**src/rtl/approx_fir_mac_pkg.sv**
```systemverilog
// Shared types and helpers for the approx_fir_mac tap engine: FSM encoding,
// datapath widths and the sign/magnitude split used ahead of the unsigned multiplier.
package approx_fir_mac_pkg;

    localparam int DATA_W = 8;
    localparam int PROD_W = 16;
    localparam int OUT_W  = 16;
    localparam int ADDR_W = 6;

    typedef enum logic [1:0] {
        ST_IDLE,
        ST_MAC,
        ST_FLUSH,
        ST_OUT
    } state_t;

    // -128 maps to 8'h80, which reads as +128 once treated as unsigned.
    function automatic logic [DATA_W-1:0] mag8(input logic [DATA_W-1:0] v);
        return v[DATA_W-1] ? (~v + 8'd1) : v;
    endfunction

    // A zero operand forces a positive product so the accumulator never sees -0.
    function automatic logic neg_sign(input logic [DATA_W-1:0] x, input logic [DATA_W-1:0] h);
        return (x[DATA_W-1] ^ h[DATA_W-1]) && (x != '0) && (h != '0);
    endfunction

endpackage

```
**src/rtl/approx_fir_mac_mult.sv**
```systemverilog
// 8x8 unsigned approximate multiplier: each operand keeps only its four most
// significant bits counted from the leading one, so operands below 16 multiply exactly.
module unsignedApproxMult
    import approx_fir_mac_pkg::*;
(
    input  logic [DATA_W-1:0] a,
    input  logic [DATA_W-1:0] b,
    output logic [PROD_W-1:0] p
);

    function automatic logic [DATA_W-1:0] keep_top4(input logic [DATA_W-1:0] v);
        logic [DATA_W-1:0] mask;
        if (v[7])      mask = 8'hF0;
        else if (v[6]) mask = 8'hF8;
        else if (v[5]) mask = 8'hFC;
        else if (v[4]) mask = 8'hFE;
        else           mask = 8'hFF;
        return v & mask;
    endfunction

    logic [PROD_W-1:0] a_t;
    logic [PROD_W-1:0] b_t;

    assign a_t = PROD_W'(keep_top4(a));
    assign b_t = PROD_W'(keep_top4(b));
    assign p   = a_t * b_t;

endmodule

```
**src/rtl/approx_fir_mac.sv**
```systemverilog
// Time-multiplexed FIR tap engine for one filter-bank channel, one tap per cycle
// through unsignedApproxMult. Define OUT_SAT_EN to saturate the output instead of wrapping.
module approx_fir_mac
    import approx_fir_mac_pkg::*;
#(
    parameter int TAPS      = 16,
    parameter int ACC_W     = 24,
    parameter int OUT_SHIFT = 7
)(
    input  logic              clk,
    input  logic              rst,
    input  logic              coef_we,
    input  logic [ADDR_W-1:0] coef_addr,
    input  logic [DATA_W-1:0] coef_wdata,
    input  logic              x_valid,
    output logic              x_ready,
    input  logic [DATA_W-1:0] x_data,
    output logic              y_valid,
    input  logic              y_ready,
    output logic [OUT_W-1:0]  y_data
);

    localparam int IDX_W = (TAPS > 1) ? $clog2(TAPS) : 1;
    localparam logic [IDX_W-1:0] LAST_IDX = IDX_W'(TAPS - 1);

    state_t state;
    state_t state_nxt;

    logic [DATA_W-1:0] dline [TAPS];
    logic [DATA_W-1:0] coef  [TAPS];

    logic [IDX_W-1:0] wptr;
    logic [IDX_W-1:0] rptr;
    logic [IDX_W-1:0] tap;

    logic signed [ACC_W-1:0] acc;
    logic [PROD_W-1:0]       prod_q;
    logic                    prod_neg_q;
    logic                    prod_vld;

    logic              accept;
    logic              last_tap;
    logic              coef_hit;
    logic [DATA_W-1:0] x_op;
    logic [DATA_W-1:0] h_op;
    logic [PROD_W-1:0] mult_p;
    logic [ACC_W-1:0]  prod_mag;
    logic signed [ACC_W-1:0] prod_ext;
    logic [OUT_W-1:0]  y_next;

    assign accept   = x_valid && x_ready;
    assign last_tap = (tap == LAST_IDX);
    assign coef_hit = coef_we && (state == ST_IDLE) && (int'(coef_addr) < TAPS);

    // rptr walks backwards from the newest sample, so tap k sees x[n-k].
    assign x_op = dline[rptr];
    assign h_op = coef[tap];

    unsignedApproxMult u_mult (
        .a (mag8(x_op)),
        .b (mag8(h_op)),
        .p (mult_p)
    );

    assign prod_mag = ACC_W'(prod_q);
    assign prod_ext = $signed(prod_neg_q ? (~prod_mag + 1'b1) : prod_mag);

`ifdef OUT_SAT_EN
    localparam logic signed [ACC_W-1:0] SAT_MAX = ACC_W'(32767);
    localparam logic signed [ACC_W-1:0] SAT_MIN = ACC_W'(-32768);

    logic signed [ACC_W-1:0] acc_sh;
    logic signed [ACC_W-1:0] acc_sat;

    assign acc_sh = acc >>> OUT_SHIFT;

    always_comb begin
        acc_sat = acc_sh;
        if (acc_sh > SAT_MAX)
            acc_sat = SAT_MAX;
        else if (acc_sh < SAT_MIN)
            acc_sat = SAT_MIN;
    end

    assign y_next = acc_sat[OUT_W-1:0];
`else
    assign y_next = OUT_W'(acc >>> OUT_SHIFT);
`endif

    always_comb begin
        state_nxt = state;
        x_ready   = 1'b0;
        unique case (state)
            ST_IDLE: begin
                x_ready = 1'b1;
                if (x_valid)
                    state_nxt = ST_MAC;
            end
            ST_MAC: begin
                if (last_tap)
                    state_nxt = ST_FLUSH;
            end
            ST_FLUSH: state_nxt = ST_OUT;
            ST_OUT: begin
                if (y_valid && y_ready)
                    state_nxt = ST_IDLE;
            end
            default: state_nxt = ST_IDLE;
        endcase
    end

    always_ff @(posedge clk) begin
        if (rst) begin
            state      <= ST_IDLE;
            wptr       <= '0;
            rptr       <= '0;
            tap        <= '0;
            acc        <= '0;
            prod_q     <= '0;
            prod_neg_q <= 1'b0;
            prod_vld   <= 1'b0;
            y_valid    <= 1'b0;
            y_data     <= '0;
            for (int i = 0; i < TAPS; i++) begin
                dline[i] <= '0;
                coef[i]  <= '0;
            end
        end else begin
            state    <= state_nxt;
            prod_vld <= (state == ST_MAC);

            if (coef_hit)
                coef[coef_addr[IDX_W-1:0]] <= coef_wdata;

            if (state == ST_MAC) begin
                prod_q     <= mult_p;
                prod_neg_q <= neg_sign(x_op, h_op);
                tap        <= tap + 1'b1;
                rptr       <= (rptr == '0) ? LAST_IDX : rptr - 1'b1;
            end

            if (accept) begin
                dline[wptr] <= x_data;
                rptr        <= wptr;
                wptr        <= (wptr == LAST_IDX) ? '0 : wptr + 1'b1;
                acc         <= '0;
                tap         <= '0;
            end else if (prod_vld) begin
                acc <= acc + prod_ext;
            end

            // First OUT cycle loads the result; afterwards it is held until taken.
            if (state == ST_OUT && !y_valid) begin
                y_valid <= 1'b1;
                y_data  <= y_next;
            end else if (y_valid && y_ready) begin
                y_valid <= 1'b0;
            end
        end
    end

endmodule

```
**config.mk**
```make
export PLATFORM = sky130hd
export DESIGN_NAME = approx_fir_mac
export DESIGN_NICKNAME = d
export VERILOG_FILES = /design/src/rtl/approx_fir_mac_pkg.sv /design/src/rtl/approx_fir_mac_mult.sv /design/src/rtl/approx_fir_mac.sv
export SDC_FILE = /design/constraint.sdc
export NUM_CORES = 1
export LEC_CHECK = 0
export CORE_UTILIZATION = 57
export DETAILED_ROUTE_END_ITERATION = 7
export HOLD_SLACK_MARGIN = 0.05
export PLACE_DENSITY = 0.87
export SYNTH_ARGS = -nofsm -noshare
export SYNTH_HDL_FRONTEND = slang
export SYNTH_HIERARCHICAL = 1
export SYNTH_SLANG_ARGS = --single-unit
```
**constraint.sdc**
```tcl
create_clock -name clk -period 6.06 [get_ports clk]
set_input_delay 1.212 -clock clk [delete_from_list [all_inputs] [get_ports clk]]
set_output_delay 1.212 -clock clk [all_outputs]
set_load 0.01 [all_outputs]
```
==> impl_table.tex, run 1 <==
\begin{tabular}{lr}
\hline
Metric & Value \\
\hline
\multicolumn{2}{l}{\textbf{Floorplanning}} \\
I/O Pins & 45 \\
Floorplan die height & 183.3 um \\
DIE AREA & 33610 um\^{}2 \\
Starting utilization of the core area & 0.5775 \\
Placeable Area & 32450 um\^{}2 \\
Number of cell rows & 66 \\
Horizontal extent of the die & 183.3 um \\
\multicolumn{2}{l}{\textbf{GRT}} \\
Via count of the first global-routing pass & 12830 \\
Initial antenna violation count & 1 \\
Largest net degree at the start of global routing & 77 \\
Residual overflow from global routing & 0 \\
Overall fraction of global-route tracks in use & 0.2672 \\
Global-route wire length before repair & 69.36 mm \\
\multicolumn{2}{l}{\textbf{Setup path}} \\
Data arrival time at the worst-slack endpoint & 6.89 ns \\
Critical path required time & 6.45 ns \\
Endpoint type of the worst setup path & flop \\
Reg-to-reg setup timing slack & -0.44 ns \\
Worst Reg-to-Reg Cells & 24 \\
Biggest fanout along the worst timing path & 6 \\
Kind of start point of the critical path & flop \\
Setup CP Type & flop to flop \\
\multicolumn{2}{l}{\textbf{STA}} \\
Slew at the pin with the worst max-slew slack & 1.142 ns \\
Accumulated negative setup slack & -3.079 ns \\
Final Max Tran Viols & 0 \\
Worst-case setup margin in the final layout & -0.4427 ns \\
Maximum clock frequency & 153.8 MHz \\
Final worst clock skew & 0.01572 ns \\
Post-layout min period & 6.503 ns \\
Number of failing setup endpoints in the final timing report & 9 \\
Final count of hold timing violations & 0 \\
Final worst path period share & 1.073 \\
Worst-case headroom to the max-slew limit & 0.2372 \\
Unrepaired setup endpoints after global routing & true \\
\multicolumn{2}{l}{\textbf{Final layout}} \\
Number of inserted filler cells in the final layout & 2155 \\
Number of nets in the layout & 1836 \\
Antenna cell count & 0 \\
Non-Filler Instances & 2170 \\
Fraction of layout instances using a drive strength above 1 & 0.1823 \\
Final design instance area without fill & 21730 um\^{}2 \\
Area added between synthesis and finish & 15.94\% \\
\multicolumn{2}{l}{\textbf{CTS}} \\
Number of sinks on the clock net & 336 \\
Level count of the clock H-tree & 2 \\
TritonCTS clock tree & yes \\
Latest clock arrival within the worst-skew pair & 0.54 ns \\
Clock-pin transition on the worst setup and hold timing paths & 0.06 ns \\
Total clock buffers created by CTS & 37 \\
Root Driver & clkbuf\_16 \\
Buffers from clock root to sink, at most & 3 \\
\multicolumn{2}{l}{\textbf{Yosys}} \\
Share of synthesized registers carrying an async set or reset & 0 \\
Number of enable-type register cells in the synthesized netlist & 256 \\
Top post-synthesis cells by area & edfxtp\_1 (41\%), and2\_1 (9.4\%), dfxtp\_1 (8.5\%) \\
Count of distinct cell types in the synthesized netlist & 70 \\
Mean Syn Cell Area & 11.79 um\^{}2 \\
Net count of the mapped netlist & 1727 \\
Main synth FF type & edfxtp\_1 \\
Cell count after synthesis & 1590 \\
Dominant cell type by area after synthesis & edfxtp\_1 \\
Share of the yosys chip area belonging to registers & 0.4956 \\
Fraction of synthesized cell area taken by the top area cell type & 0.4101 \\
Summed instance area of the synthesized netlist & 18740 um\^{}2 \\
Total number of yosys warnings & 6 \\
Post-synthesis sequential element count & 336 \\
\multicolumn{2}{l}{\textbf{Route}} \\
DRC violation count after routing & 0 \\
Routed vias & 13060 \\
Residual antenna-violating net count after detailed routing & 0 \\
Number of design-rule violations left by the first detailed-router iteration & 1202 \\
Via-to-Cell Ratio & 6.018 \\
DR pass1 iterations & 5 \\
Average detailed-routed wire length per instance & 21.02 um \\
Wire length after detailed routing & 45.61 mm \\
\multicolumn{2}{l}{\textbf{Pwr}} \\
Tot Pwr & 0.01141 W \\
Power density over cell area & 525.0 nW/um\^{}2 \\
Cell leakage power & 8.566 nW \\
Largest vdd supply drop & 0.0005394 V \\
\multicolumn{2}{l}{\textbf{Placement}} \\
Placed cells & 2089 \\
Placement Cell Area & 20250 um\^{}2 \\
Routability cong. & 0.9293 \\
Post-detailed-placement half-perimeter wirelength & 29.77 mm \\
Count of port buffers added during placement & 44 \\
\multicolumn{2}{l}{\textbf{Outcome}} \\
Violations in the final reports & negative setup slack \\
Outcome & complete, but fails checks \\
\multicolumn{2}{l}{\textbf{Worst hold path}} \\
Worst hold path stage count & 2 \\
Tightest Hold Check Type & flop to flop \\
\multicolumn{2}{l}{\textbf{Job}} \\
Number of maximum-capacitance constraint violations & 0 \\
\hline
\end{tabular}
final cells by class:
| cell class | instances | area, um^2 | share of cell area |
|---|---|---|---|
| tap | 442 | 553.0 | 0.02545 |
| timing repair buffer | 140 | 1296 | 0.05965 |
| inverter | 76 | 285.3 | 0.01313 |
| multi-input combinational | 1108 | 9104 | 0.4189 |
| sequential | 336 | 9294 | 0.4277 |
| clock buffer | 51 | 1051 | 0.04836 |
| clock inverter | 17 | 147.6 | 0.006794 |
worst max-delay path: stages (launching register included):
cell	delay [ns]
dfxtp_4	0.39
buf_12	0.14
mux4_2	0.56
mux4_2	0.56
or3_4	0.45
nor2b_4	0.14
xnor2_1	0.24
nor2b_2	0.29
nand2_1	0.10
fa_1	0.49
fa_1	0.54
inv_1	0.05
fa_1	0.48
inv_1	0.06
fa_1	0.51
inv_2	0.06
ha_4	0.23
o21a_1	0.12
o31a_4	0.13
buf_4	0.16
o31ai_4	0.22
a21oi_2	0.09
xor2_1	0.15
mux2i_1	0.13
nor2_1	0.05
Yosys cell counts (3+ instances only):
master      n
and2_1    282
edfxtp_1  256
nor2_1    117
nand2_1   114
dfxtp_1    80
inv_1      76
ha_1       73
mux4_2     63
a21oi_1    54
clkbuf_1   54
o21ai_0    39
fa_1       37
or2_2      33
xnor2_1    31
mux2i_1    29
xor2_1     22
nor3_1     21
nand2b_1   17
nor2b_1    15
a21o_1     14
and3_1     13
nand3_1    13
a211oi_1   10
a22oi_1     8
buf_1       8
o21a_1      8
mux4_1      7
nand3b_1    7
o31ai_1     6
or3_1       5
a221oi_1    4
a22o_1      4
o211ai_1    4
o41a_1      4
a311oi_1    3
a41oi_1     3
buf_2       3
buf_6       3
nand4_1     3
o21bai_1    3
o41ai_1     3
path summary, 6_finish.rpt:
path | from | endpoint
worst max-delay path | flop | prod_q[11]
worst min register to register | y_data[5] | y_data[5]
worst min-delay path | y_data[5] | y_data[5]
worst max register to register | flop | prod_q[11]
timing repair:
item,4_1_cts,5_1_grt
setup endpoints to repair,9,10
cloned,1,0
hold buffers,0,0
pin swaps,10,13
gates resized for setup,31,19
buffers inserted,4,8
metal layers:
| metal | vias to the layer above | GRT usage | wire length (um) |
|---|---|---|---|
| li1 | 5863 | - | - |
| met1 | 6419 | 0.3450 | 17420 |
| met2 | 656 | 0.4605 | 22810 |
| met3 | 120 | 0.04587 | 3918 |
| met4 | 2 | 0.08233 | 1445 |
| met5 | - | 0 | 13 |
state kept, by name (all words and copies together) (netlist names), named ones only:
signal      cells
acc            23
prod_vld        1
prod_q         16
state           2
y_data         16
coef          128
rptr            4
prod_neg_q      1
dline         128
tap             4
y_valid         1
wptr            4
kinds of logic after synthesis:
group	count (synthesis)	share of synthesized area
buffers and inverters	146	0.03104
multiplexers	101	0.1022
XOR/XNOR	53	0.02477
flip-flops	336	0.4956
AND/OR/NAND/NOR	654	0.1882
AO/OA/AOI/OAI	190	0.06996
adder cells (fa/ha/maj)	110	0.08825
report_power, final:
part | leakage (nW) | total [W] | internal [W] | switching [W]
Combinational | 4.68 | 0.00637 | 0.00296 | 0.00341
Sequential | 3.29 | 0.00280 | 0.00263 | 0.000161
Clock | 0.593 | 0.00225 | 0.00128 | 0.000968
Total | 8.57 | 0.0114 | 0.00687 | 0.00454
per-stage QoR:
step,utilization,hold slack [ns],worst slack (ns)
6_report,0.6696,0.4546,-0.4427
5_1_grt,0.6696,0.4775,-0.5852
4_1_cts,0.6658,0.4578,-0.2060
3_5_place_dp,0.6239,0.4496,-0.3663
3_3_place_gp,0.6239,0.4412,-0.1668
2_1_floorplan,-,0.4455,-0.02179
layout by cell type (no fill, tap or decap), types with 14 or more instances in the layout:
master,Yosys,final
mux2i_1,29,29
nand2_1,114,112
ha_1,73,68
clkdlybuf4s50_1,0,43
dfxtp_1,80,78
nor2_1,117,115
inv_1,76,71
and2_1,282,281
a21o_1,14,14
or2_2,33,32
nand2b_1,17,16
clkbuf_16,0,39
nor2b_1,15,14
edfxtp_1,256,256
mux4_2,63,66
nor3_1,21,19
a21oi_1,54,50
xor2_1,22,20
fa_1,37,36
o21ai_0,39,33
xnor2_1,31,29
buf_4,2,84
Note: power is estimated with default switching activity, not from simulation.
==> run 2, diff against run 1 <==
--- a/config.mk
+++ b/config.mk
@@ -9,6 +9,7 @@
 export DETAILED_ROUTE_END_ITERATION = 7
 export HOLD_SLACK_MARGIN = 0.05
 export PLACE_DENSITY = 0.87
+export SLEW_MARGIN = 20
 export SYNTH_ARGS = -nofsm -noshare
 export SYNTH_HDL_FRONTEND = slang
 export SYNTH_HIERARCHICAL = 1
==> constraint.sdc (replaced) <==
create_clock -name clk -period 6.06 [get_ports clk]
set_input_delay 1.212 -clock clk [delete_from_list [all_inputs] [get_ports clk]]
set_output_delay 1.212 -clock clk [all_outputs]
set_load 0.1 [all_outputs]
==> run 2 against run 1 <==
  * The run still ends with negative setup slack left
  * Critical path depth up 5
  * First-iteration DRC count down 3.1%
  * Via count up 0.12%
  * Non-clock buffer count unchanged
  * Sequential power about the same
  * Sequential cell count unchanged
  * Routed wire length about the same
  * Combinational power up 0.6%
  * Final cell count unchanged
  * Clock skew up 0.00057 ns
  * Sequential share of layout area about the same
  * Hold slack about the same
  * Critical path type unchanged
  * Critical endpoint unchanged
==> impl_table.tex, run 2 (synthesis gave the netlist of run 1 again) <==
\begin{tabular}{lr}
\hline
Metric & Value \\
\hline
\multicolumn{2}{l}{\textbf{Final layout}} \\
Most used cells in the layout excluding fill and tap cells & and2\_1 (281), edfxtp\_1 (256), nor2\_1 (115), nand2\_1 (112), buf\_4 (84) \\
Area of the multi-input gates & 9106 um\^{}2 (about the same) \\
Area added between synthesis and finish & 15.96\% (about the same) \\
Area occupied by registers & 9295 um\^{}2 (about the same) \\
Number of nets in the layout & 1836 (unchanged) \\
Registers with the most flip-flops & coef (128), dline (128), acc (23) \\
Final core occ & 0.6697 (about the same) \\
Number of inserted filler cells in the final layout & 2154 (-0.046\%) \\
Fraction of layout instances using a drive strength above 1 & 0.1834 (+0.001157) \\
Most common cell after layout, fill and taps aside & and2\_1 \\
Antenna cell count & 0 (unchanged) \\
\multicolumn{2}{l}{\textbf{Route}} \\
DR pass1 iterations & 6 (+1) \\
Routed vias & 13080 (+0.12\%) \\
Via-to-Cell Ratio & 6.026 (+0.12\%) \\
Residual antenna-violating net count after detailed routing & 0 (unchanged) \\
Average detailed-routed wire length per instance & 21.04 um (about the same) \\
DRC violation count after routing & 0 (unchanged) \\
Number of design-rule violations left by the first detailed-router iteration & 1165 (-3.1\%) \\
Wire length after detailed routing & 45.65 mm (about the same) \\
\multicolumn{2}{l}{\textbf{GRT}} \\
Largest net degree at the start of global routing & 77 (unchanged) \\
Global-route wire length before repair & 69.36 mm (unchanged) \\
Via count of the first global-routing pass & 12830 (unchanged) \\
Residual overflow from global routing & 0 (unchanged) \\
Initial antenna violation count & 1 (unchanged) \\
Overall fraction of global-route tracks in use & 0.2672 (unchanged) \\
\multicolumn{2}{l}{\textbf{STA}} \\
Worst-case headroom to the max-slew limit & 0.2296 (-0.007577) \\
Final worst path period share & 1.071 (-0.001917) \\
Final count of hold timing violations & 0 (unchanged) \\
Min Hold Slack & 0.4546 ns (+0.000002000 ns) \\
Number of failing setup endpoints in the final timing report & 9 (unchanged) \\
Maximum clock frequency & 154.1 MHz (+0.18\%) \\
Post-layout min period & 6.491 ns (-0.01162 ns) \\
Final worst clock skew & 0.01629 ns (+0.0005672 ns) \\
Final Max Tran Viols & 0 (unchanged) \\
Slew at the pin with the worst max-slew slack & 1.147 ns (+0.004892 ns) \\
Unrepaired setup endpoints after global routing & true \\
Worst-case setup margin in the final layout & -0.4310 ns (+0.01162 ns) \\
\multicolumn{2}{l}{\textbf{CTS}} \\
Total clock buffers created by CTS & 37 (unchanged) \\
Number of sinks on the clock net & 336 (unchanged) \\
Latest clock arrival within the worst-skew pair & 0.54 ns (about the same) \\
CTS Hold Bufs & 0 (unchanged) \\
TritonCTS clock tree & yes \\
Level count of the clock H-tree & 2 (unchanged) \\
Clock-pin transition on the worst setup and hold timing paths & 0.06 ns (about the same) \\
Root Driver & clkbuf\_16 \\
Buffers from clock root to sink, at most & 3 (unchanged) \\
\multicolumn{2}{l}{\textbf{Pwr}} \\
Sw frac & 0.4003 (+0.002568) \\
Gate power share & 0.560 (+0.002) \\
Int Pwr & 0.006871 W (about the same) \\
Switch Pwr & 0.004586 W (+1.1\%) \\
Largest vdd supply drop & 0.0005415 V (+0.38\%) \\
Cell leakage power & 8.566 nW (about the same) \\
Tot Pwr & 0.01146 W (+0.43\%) \\
Clk network pwr share & 0.196 (about the same) \\
Fraction of power consumed by sequential logic & 0.244 (about the same) \\
Power density over cell area & 527.1 nW/um\^{}2 (+0.41\%) \\
\multicolumn{2}{l}{\textbf{Setup path}} \\
Library cell contributing the largest single delay on the critical path & mux4\_2 \\
Setup CP Type & flop to flop \\
Kind of start point of the critical path & flop \\
Critical path required time & 6.45 ns (about the same) \\
Endpoint type of the worst setup path & flop \\
CP max stage delay & 0.56 ns (about the same) \\
Data arrival time at the worst-slack endpoint & 6.88 ns (about the same) \\
Biggest fanout along the worst timing path & 6 (unchanged) \\
Crit-path most repeated cell & fa\_1 \\
\multicolumn{2}{l}{\textbf{Floorplanning}} \\
Number of cell rows & 66 (unchanged) \\
Placeable Area & 32450 um\^{}2 (unchanged) \\
Starting utilization of the core area & 0.5775 (unchanged) \\
DIE AREA & 33610 um\^{}2 (unchanged) \\
I/O Pins & 45 (unchanged) \\
Floorplan die height & 183.3 um (unchanged) \\
Horizontal extent of the die & 183.3 um (unchanged) \\
\multicolumn{2}{l}{\textbf{Outcome}} \\
Outcome & complete, but fails checks \\
Violations in the final reports & negative setup slack \\
\multicolumn{2}{l}{\textbf{Placement}} \\
Post-detailed-placement half-perimeter wirelength & 29.77 mm (unchanged) \\
Routability cong. & 0.9293 (unchanged) \\
Count of port buffers added during placement & 44 (unchanged) \\
\multicolumn{2}{l}{\textbf{Worst hold path}} \\
Tightest Hold Check Type & flop to flop \\
\multicolumn{2}{l}{\textbf{Job}} \\
Number of maximum-capacitance constraint violations & 0 (unchanged) \\
\hline
\end{tabular}
[run 2: power groups by stage]
stage               Clock, W  Sequential [W]  Combinational, W
floorplan                  0         0.00276           0.00400
global placement           0         0.00282           0.00546
detailed placement         0         0.00283           0.00568
CTS                  0.00224         0.00279           0.00604
global route         0.00234         0.00282           0.00695
finish               0.00225         0.00280           0.00641
[run 2: layout make-up]
type	instances	share of cell area
Timing Repair Buffer	140	0.05964
Multi-Input combinational cell	1108	0.4190
Tap cell	442	0.02544
Clock buffer	51	0.04836
Sequential cell	336	0.4277
Clock inverter	17	0.006793
Inverter	76	0.01313
[run 2: metrics by stage]
| stage | instance area [um^2] | TNS (ns) | setup slack (ns) | std cells |
|---|---|---|---|---|
| 2_1_floorplan | 18850 | -0.05752 | -0.02179 | 1590 |
| 3_3_place_gp | 20250 | -1.037 | -0.1668 | 2089 |
| 3_5_place_dp | 20250 | -2.619 | -0.3663 | 2089 |
| 4_1_cts | 21610 | -1.295 | -0.2060 | 2162 |
| 5_1_grt | 21730 | -4.498 | -0.5852 | 2170 |
| 6_report | 21730 | -3.020 | -0.4310 | 2170 |
[run 2: routing by layer]
metal | global-route usage | vias up | routed length, um
met2 | 0.4605 | 679 | 22740
met4 | 0.08233 | 2 | 1484
met1 | 0.3450 | 6411 | 17380
met5 | 0 | - | 13
li1 | - | 5856 | -
met3 | 0.04587 | 128 | 4023
[run 2: what timing repair did]
| action | in CTS | in global routing |
|---|---|---|
| cloned | 1 | 0 |
| endpoints found under the setup margin | 9 | 10 |
| setup buffers | 4 | 8 |
| resized for setup | 31 | 19 |
| pin swaps | 10 | 13 |
[run 2: final timing paths]
check / start / endpoint / slack (ns) / cells past startpoint
hold reg to reg: y_data[5] / y_data[5] / 0.45 / 2
hold / removal: y_data[5] / y_data[5] / 0.45 / 2
setup reg to reg: flop / prod_q[11] / -0.43 / 29
setup / recovery: flop / prod_q[11] / -0.43 / 29
[run 2: worst max-delay path, delay by kind of cell, from the launching register on]
family                     cells  cell delay [ns]
AOI/OAI and AO/OA              5             0.69
xor gates and xnor gates       2             0.26
adders and majority gates      6             2.36
buffers and inverters          6             0.57
DFF                            1             0.39
muxes                          3             1.25
and+or+nand+nor                7             0.79
==> run 3, diff against run 2 <==
--- a/config.mk
+++ b/config.mk
@@ -6,6 +6,7 @@
 export NUM_CORES = 1
 export LEC_CHECK = 0
 export CORE_UTILIZATION = 57
+export CTS_CLUSTER_DIAMETER = 120
 export DETAILED_ROUTE_END_ITERATION = 7
 export HOLD_SLACK_MARGIN = 0.05
 export PLACE_DENSITY = 0.87
==> results of run 3 <==
Same layout as run 2: the final DEF is identical, and so are final timing and power.
